$ cat config.mk
export PLATFORM = sky130hd
export DESIGN_NAME = decode_hazard_ctrl
export DESIGN_NICKNAME = d
export VERILOG_FILES = /design/src/rtl/core_pkg.sv /design/src/rtl/decode_hazard_ctrl_stall_watchdog.sv /design/src/rtl/decode_hazard_ctrl.sv
export SDC_FILE = /design/constraint.sdc
export NUM_CORES = 1
export LEC_CHECK = 0
export CORE_MARGIN = 4
export CORE_UTILIZATION = 35
export CTS_BUF_LIST = sky130_fd_sc_hd__clkbuf_4
export CTS_CLUSTER_SIZE = 10
export DETAILED_ROUTE_END_ITERATION = 6
export GPL_ROUTABILITY_DRIVEN = 0
export GPL_TIMING_DRIVEN = 0
export PLACE_DENSITY = 0.89
export SLEW_MARGIN = 20
export SYNTH_ARGS = -nofsm -noshare
export SYNTH_HDL_FRONTEND = slang
export SYNTH_SLANG_ARGS = --single-unit
$ cat constraint.sdc
create_clock -name clk -period 1.5 [get_ports clk]
set_input_delay 0.15 -clock clk [delete_from_list [all_inputs] [get_ports clk]]
set_output_delay 0.15 -clock clk [all_outputs]
set_load 0.05 [all_outputs]
$ cat src/rtl/core_pkg.sv
// Shared decode/scoreboard definitions: register file geometry and the
// hazard controller's stall-cause encoding.
package core_pkg;

  localparam int NREG  = 8;
  localparam int ADR_W = 3;
  localparam int CNT_W = 3;

  typedef enum logic [1:0] {
    RUN     = 2'd0,
    HAZARD  = 2'd1,
    MEMWAIT = 2'd2
  } hazard_state_t;

endpackage

$ cat src/rtl/decode_hazard_ctrl_stall_watchdog.sv
// Saturating consecutive-stall counter with a sticky timeout flag that
// trips once the count reaches MAX_STALL while the controller sits in HAZARD.
module stall_watchdog #(
  parameter int MAX_STALL = 15,
  parameter int CNT_W     = 4
) (
  input  logic             clk,
  input  logic             reset,
  input  logic             inc,
  input  logic             clr,
  input  logic             hold,
  input  logic             in_hazard,
  output logic [CNT_W-1:0] stall_cnt,
  output logic             hazard_timeout
);

  localparam logic [CNT_W-1:0] CNT_SAT = '1;
  localparam logic [CNT_W-1:0] CNT_MAX = CNT_W'(MAX_STALL);

  // NOTE: state is updated with <= so every flop samples pre-edge values.
  always_ff @(posedge clk or negedge reset) begin
    if (!reset) begin
      stall_cnt      <= '0;
      hazard_timeout <= 1'b0;
    end else begin
      // A frozen pipeline neither counts nor clears the stall run.
      if (!hold) begin
        if (clr) begin
          stall_cnt <= '0;
        end else if (inc && stall_cnt != CNT_SAT) begin
          stall_cnt <= stall_cnt + 1'b1;
        end
      end
      if (in_hazard && stall_cnt >= CNT_MAX) begin
        hazard_timeout <= 1'b1;
      end
    end
  end

endmodule

$ cat src/rtl/decode_hazard_ctrl.sv
// Decode-stage issue controller: issues, stalls or bubbles the decode
// instruction against the scoreboard counters. Define DECODE_HAZARD_FWD_EN
// to treat a counter of 1 as valid (execute-stage forwarding).
module decode_hazard_ctrl
  import core_pkg::*;
#(
  parameter int MAX_STALL   = 15,
  parameter int STALL_CNT_W = 4
) (
  input  logic                             clk,
  input  logic                             reset,
  input  logic                             valid_id,
  input  logic [ADR_W-1:0]                 rs_adr_id,
  input  logic                             rs_used_id,
  input  logic [ADR_W-1:0]                 rt_adr_id,
  input  logic                             rt_used_id,
  input  logic                             regwrite_id,
  input  logic                             branch_taken_ex,
  input  logic                             memory_waiting,
  input  logic [NREG-1:0][CNT_W-1:0]       register_invalid,
  output logic                             stall_decode,
  output logic                             flush_decode,
  output logic                             regwrite_cur,
  output logic [STALL_CNT_W-1:0]           stall_cnt,
  output logic                             hazard_timeout
);

  hazard_state_t state_q, state_d;
  logic rs_pending, rt_pending, hz;
  logic wd_inc, wd_clr, wd_hold;

`ifdef DECODE_HAZARD_FWD_EN
  assign rs_pending = register_invalid[rs_adr_id] > CNT_W'(1);
  assign rt_pending = register_invalid[rt_adr_id] > CNT_W'(1);
`else
  assign rs_pending = register_invalid[rs_adr_id] != '0;
  assign rt_pending = register_invalid[rt_adr_id] != '0;
`endif

  // Only the scoreboard is consulted, so a source matching the instruction's
  // own destination never self-hazards.
  assign hz = valid_id & ((rs_used_id & rs_pending) | (rt_used_id & rt_pending));

  always_ff @(posedge clk or negedge reset) begin
    if (!reset) state_q <= RUN;
    else        state_q <= state_d;
  end

  // NOTE: every always_comb output gets a default first so no latch is inferred.
  always_comb begin
    state_d = RUN;
    if (memory_waiting)       state_d = MEMWAIT;
    else if (branch_taken_ex) state_d = RUN;
    else if (hz)              state_d = HAZARD;
  end

  always_comb begin
    stall_decode = 1'b0;
    flush_decode = 1'b0;
    regwrite_cur = 1'b0;
    wd_inc       = 1'b0;
    wd_clr       = 1'b0;
    wd_hold      = 1'b0;
    if (!reset) begin
      wd_clr = 1'b1;
    end else if (memory_waiting) begin
      stall_decode = 1'b1;
      wd_hold      = 1'b1;
    end else if (branch_taken_ex) begin
      flush_decode = 1'b1;
      wd_clr       = 1'b1;
    end else if (hz) begin
      stall_decode = 1'b1;
      flush_decode = 1'b1;
      wd_inc       = 1'b1;
    end else begin
      regwrite_cur = valid_id & regwrite_id;
      wd_clr       = 1'b1;
    end
  end

  stall_watchdog #(
    .MAX_STALL (MAX_STALL),
    .CNT_W     (STALL_CNT_W)
  ) u_watchdog (
    .clk            (clk),
    .reset          (reset),
    .inc            (wd_inc),
    .clr            (wd_clr),
    .hold           (wd_hold),
    .in_hazard      (state_q == HAZARD),
    .stall_cnt      (stall_cnt),
    .hazard_timeout (hazard_timeout)
  );

endmodule
==> flow_summary.toml, run 1 <==
[timing]
period_needed_ps = 1720
hold_viol = 0
maxSlewHeadroom = 0.669
worst_slew_pin_slew_ps = 496
worst_clock_skew_ps = 4.33
period_share = 1.15
setup_slack_ps = -222
setup_viol = 4
maxSlewViolCount = 0
fmax_mhz = 581
rsz0062_at_grt = "true"

[pwr]
switchingPower_uw = 282
ir_worst_vdd_mv = 0.461
pwr-share-clk = 0.286
powerDensity_nw_per_um2 = 513
power_frac_seq = 0.253
power_frac_comb = 0.461
p_leak_nw = 0.633
p_int_uw = 490
p_sw_frac = 0.365

[placed_design]
dp_slack_ps = -1180
place_hpwl_um = 1910
placement.io_buffers = 43

[min_path]
hold_start = "memory_waiting"
holdCritPathClass = "in -> reg"
min_path_cells = 1
hold_end = "state_q[1]$_DFF_PN0_"

[synth]
ys_types = 34
syn_inst = 76
synth_top_area_frac = 0.281
synth_area_leader_cell = "dfrtp_1"
syn-cell-area_um2 = 623
yosysWarnings = 0
syn_avg_cell_area_um2 = 8.20
syn_nets = 115
synth_area_leaders = "dfrtp_1 (28%), nor4_1 (9.0%), a21oi_1 (8.8%), nor3_1 (5.6%), nand2_1 (3.6%)"
ys_seq_area_frac = 0.281
ys_ff_latch = 7

[route]
drt-vias-per-instance = 6.37
num_vias = 1057
drt_iter0_markers = 38
firstDrtPassIters = 4
drt_wl_total_um = 4190
wl_per_cell_um = 25.3
final_antenna_net_count = 0
drcViolationCount = 0

[worst_setup_path]
worst-endpoint-required_ps = 1350
critPathMaxFanout = 4
reg2regPathDepth = 5
worst_r2r_endpoint = "u_watchdog.stall_cnt[0]$_DFFE_PN0P_"
r2r_setup_slack_ps = 70
arrival_ps = 1570
regToRegStartpoint = "u_watchdog.stall_cnt[0]$_DFFE_PN0P_"
end_kind = "output pin"
critPathLaunchType = "input pin"
worstSetupPathType = "in -> out"

[cts]
h-tree-depth = 1
ctsLongestPathBuffers = 2
path_clk_slew_ps = 60
tritoncts = "yes"
insertion_delay_ps = 270
root_buffer = "clkbuf_4"
cts_buffers = 3
cts.sinks = 7

[grt]
grt_start_max_net_pins = 8
grt_use_total = 0.274
grt_pass1_vias = 1046
grt_pass1_wl_um = 5230
grt-ovfl-total = 0
antenna_found_initial = 0

[floorplanning]
pin_count = 46
start_util = 0.391
core_area_um2 = 1590
dieHeight_um = 50.2
rows = 14
die_area_um2 = 2520
die_x_um = 50.2

[flow_run]
max_cap_violations = 0

[final_layout]
n_fill_cell = 45
multi_input_area_um2 = 674
antennaDiodeCount = 0
regArea_um2 = 178
fin_nets = 182
layout-drive-gt1-share = 0.669
syn2layout_area_growth_pct = 141
final_util = 0.943

[status]
status = "complete, but fails checks"
violations = "setup timing"
==> sequential cells by signal (all words and copies together) (netlist names) <==
name / flops
u_watchdog.hazard_timeout: 1
state_q: 2
u_watchdog.stall_cnt: 4
==> cells by family (layout without fill, tap and decap cells) <==
logic type	after synthesis	count (layout)	share of synthesized area
buffers and inverters	6	72	0.0542
adders and majority gates	1	1	0.0201
DFF	7	7	0.281
AOI/OAI and AO/OA	24	24	0.271
and+or+nand+nor	38	38	0.374
==> critical path, stage by stage <==
cell,delay [ps]
buf_6,100
nor3_1,290
a21oi_2,100
o22ai_2,260
nor3_4,100
buf_6,140
o21ai_4,180
a21oi_4,80
buf_6,160
==> repair_timing <==
item / CTS / global route
pin swaps: 25 / 14
buffers inserted: 13 / 5
hold buffers: 1 / 0
hold endpoints to repair: 7 / 0
endpoints found under the setup margin: 13 / 6
resized for setup: 183 / 17
==> layer usage <==
layer,global-route usage,share of wire,vias to the layer above
met5,0,0,-
met4,0.120,0.050,0
met3,0.0296,0.060,20
met2,0.504,0.53,70
met1,0.317,0.36,534
li1,-,-,433
==> worst max path at each step <==
stage / startpoint / end / slack, ps
final: register_invalid[10] / stall_decode / -220
after global routing: register_invalid[10] / stall_decode / -270
after CTS: rt_adr_id[1] / stall_decode / -100
after detailed placement: register_invalid[16] / stall_decode / -1180
after global placement: register_invalid[21] / stall_decode / -1140
after floorplan: rt_adr_id[1] / flush_decode / -100
==> layout by cell type, fill, tap and decap left out, drive strengths merged, types with 2 or more instances in the layout <==
cell	count
nor4	9
o221ai	2
clkbuf	4
buf	50
nor3	8
nor2	2
nand3	2
o21ai	4
nand2b	2
dlygate4sd2	7
a21oi	11
a211oi	3
clkdlybuf4s50	3
inv	4
nand2	6
clkdlybuf4s15	2
dfrtp	7
==> power groups by stage <==
stage	sequential [mW]	combinational, mW	clock (mW)
floorplan	0.201	0.0923	0
global placement	0.198	0.222	0
detailed placement	0.198	0.229	0
CTS	0.195	0.300	0.205
global route	0.195	0.371	0.224
finish	0.195	0.356	0.221
==> stage by stage <==
step           TNS (ps)  hold WS (ps)  cells  total power, mW  cell area (um^2)
6_report           -664           280    166            0.772              1500
5_1_grt            -883           277    166            0.790              1500
4_1_cts            -230           391    161            0.700              1400
3_5_place_dp      -5590           460    143            0.427              1140
3_3_place_gp      -5230           450    143            0.419              1140
2_1_floorplan      -141          -146     76            0.293               678
==> synth_stat cells, drive strengths merged <==
master	n
a21oi	11
nor4	9
nor3	8
dfrtp	7
nand2	6
inv	4
o21ai	4
a211oi	3
buf	2
nand2b	2
nand3	2
nor2	2
o221ai	2
a31o	1
a41oi	1
and2	1
and2b	1
and3	1
and4	1
ha	1
nand3b	1
nand4	1
nand4b	1
nor3b	1
nor4b	1
o22ai	1
o31ai	1
==> cell type report <==
cell class / instances / area share
Inverter: 4 / 0.00998
Sequential cell: 7 / 0.118
Buffer: 2 / 0.0266
Timing Repair Buffer: 62 / 0.357
Clock buffer: 4 / 0.0200
Multi-Input combinational cell: 63 / 0.448
Tap cell: 24 / 0.0200
Power figures use the tool's default switching activity.
==> run 2, diff against run 1 <==
- PLACE_DENSITY: 0.89 -> unset
- PLACE_DENSITY_LB_ADDON: unset -> 0.2
==> run 2 against run 1 <==
Effect of this change:
- the flow still finishes with violations (setup timing)
- highest routed layer unchanged
- design area shrank 11%
- first-iteration DRC count shrank 50%
- flip-flop and latch count is the same
- clock skew grew 1.2 ps
- critical path depth is the same
- clock power shrank 16%
- core utilization shrank 10 points
- non-clock buffer count shrank 9
- combinational power shrank 17%
- clock-buffer cell count is the same
==> flow_summary.toml, run 2 (same netlist as run 1, synthesis figures left out) <==
[worst_setup_path]
worst-endpoint-required_ps = 1350
end_kind = "output pin"
regToRegStartpoint = "u_watchdog.stall_cnt[0]$_DFFE_PN0P_"
critPathLaunchType = "input pin"
r2r_setup_slack_ps = 70
worst_r2r_endpoint = "u_watchdog.stall_cnt[0]$_DFFE_PN0P_"
reg2regPathDepth = 5
worstSetupPathType = "in -> out"
arrival_ps = 1530
critPathMaxFanout = 3
endpoint = "stall_decode"
critPathLaunch = "register_invalid[3]"

[final_layout]
largest_reg_flops = 4
top_regs = "u_watchdog.stall_cnt x4, state_q x2, u_watchdog.hazard_timeout x1"
stdcell_area_um2 = 1340
antennaDiodeCount = 0
layout-drive-gt1-share = 0.556
final_common_cell = "buf_2"
fin_cells = 157
regMostFlops = "u_watchdog.stall_cnt"
multi_input_area_um2 = 639
fin_nets = 173
regArea_um2 = 178
n_fill_cell = 84
final_cell_mix = "buf_2 (12), dlygate4sd2_1 (9), clkbuf_2 (8), buf_6 (8), a21oi_1 (7)"
syn2layout_area_growth_pct = 116

[placed_design]
placement.io_buffers = 43
place_area_um2 = 1140
place_hpwl_um = 1800
dp.cells = 143

[floorplanning]
pin_count = 46
dieHeight_um = 50.2
core_area_um2 = 1590
die_area_um2 = 2520
die_x_um = 50.2
start_util = 0.391
rows = 14

[route]
drcViolationCount = 0
drt_wl_total_um = 2820
drt_iter0_markers = 19
final_antenna_net_count = 0
firstDrtPassIters = 4
drt-vias-per-instance = 5.83
wl_per_cell_um = 18.0
num_vias = 916

[timing]
worst_slew_pin_slew_ps = 490
period_share = 1.12
rsz0062_at_grt = "true"
setup_viol = 5
worst_clock_skew_ps = 5.55
finalSetupTns_ps = -532
maxSlewViolCount = 0
maxSlewHeadroom = 0.675
holdWs_ps = 355
setup_slack_ps = -175
period_needed_ps = 1680
hold_viol = 0
fmax_mhz = 597

[grt]
grt_start_max_net_pins = 9
grt-ovfl-total = 0
antenna_found_initial = 0
grt_pass1_vias = 974
grt_use_total = 0.238
grt_pass1_wl_um = 4560

[cts]
ctsLongestPathBuffers = 2
cts_buffers = 3
cts.sinks = 7
tritoncts = "yes"
insertion_delay_ps = 250
root_buffer = "clkbuf_4"
path_clk_slew_ps = 50
h-tree-depth = 1

[pwr]
switchingPower_uw = 225
p_sw_frac = 0.333
power_frac_seq = 0.288
power_frac_comb = 0.438
p_leak_nw = 0.552
ir_worst_vdd_mv = 0.309
powerDensity_nw_per_um2 = 503
p_int_uw = 451
pwr-share-clk = 0.274

[status]
violations = "setup timing"
status = "complete, but fails checks"

[flow_run]
max_cap_violations = 0

[min_path]
holdCritPathClass = "in -> reg"
min_path_cells = 1
[run 2: cell count changes in the layout (fill, tap and decap cells not counted), moves of 2 or more]
cell             delta
clkbuf_2            +8
a21oi_1             +3
dlygate4sd2_1       +2
buf_6               -8
clkdlybuf4s15_1     +4
buf_2               -2
a21oi_2             -3
buf_4              -10
[run 2: worst min-delay path by stage]
stage	from	end
2_1_floorplan	reset	state_q[0]$_DFF_PN0_
5_1_grt	memory_waiting	state_q[1]$_DFF_PN0_
4_1_cts	memory_waiting	state_q[1]$_DFF_PN0_
3_3_place_gp	u_watchdog.hazard_timeout$_DFFE_PN0P_	u_watchdog.hazard_timeout$_DFFE_PN0P_
3_5_place_dp	u_watchdog.hazard_timeout$_DFFE_PN0P_	u_watchdog.hazard_timeout$_DFFE_PN0P_
6_report	memory_waiting	state_q[1]$_DFF_PN0_
[run 2: power by group through the flow]
| stage | clock (mW) | combinational (mW) | sequential [mW] |
|---|---|---|---|
| floorplan | 0 | 0.0923 | 0.201 |
| global placement | 0 | 0.222 | 0.198 |
| detailed placement | 0 | 0.228 | 0.198 |
| CTS | 0.191 | 0.265 | 0.195 |
| global route | 0.207 | 0.314 | 0.195 |
| finish | 0.185 | 0.296 | 0.195 |
[run 2: per-stage QoR]
step	util	power (mW)	setup slack, ps
after floorplan	-	0.293	-102
after global placement	0.714	0.420	-1110
after detailed placement	0.714	0.426	-1170
after CTS	0.828	0.651	-128
after global routing	0.843	0.716	-236
final	0.843	0.676	-175
[run 2: cell type report]
class / instances / share of cell area
sequential: 7 / 0.132
tap: 24 / 0.0223
clock buffer: 4 / 0.0223
timing repair buffer: 53 / 0.310
buffer: 2 / 0.0261
multi-input combinational: 63 / 0.476
inverter: 4 / 0.0112
[run 2: what timing repair did]
| action | 4_1_cts | 5_1_grt |
|---|---|---|
| buffers inserted | 7 | 2 |
| setup endpoints to repair | 13 | 8 |
| resized for setup | 136 | 25 |
| pin swaps | 27 | 22 |
| hold buffers | 1 | 0 |
| endpoints found under the hold margin | 7 | 0 |
| cloned | 0 | 0 |
[run 2: per-layer routing]
metal | track usage | up-vias | wire length [um]
met5 | 0 | - | 0
met4 | 0.152 | 0 | 93
met3 | 0.0355 | 10 | 162
met2 | 0.437 | 51 | 1490
met1 | 0.250 | 440 | 1080
li1 | - | 415 | -
[run 2: critical path, cell delays in order]
cell	delay, ps
buf_2	120
nor4_1	310
a21oi_1	110
o22ai_2	200
nor3_4	80
buf_6	130
o21ai_4	180
a21oi_4	80
buf_6	160
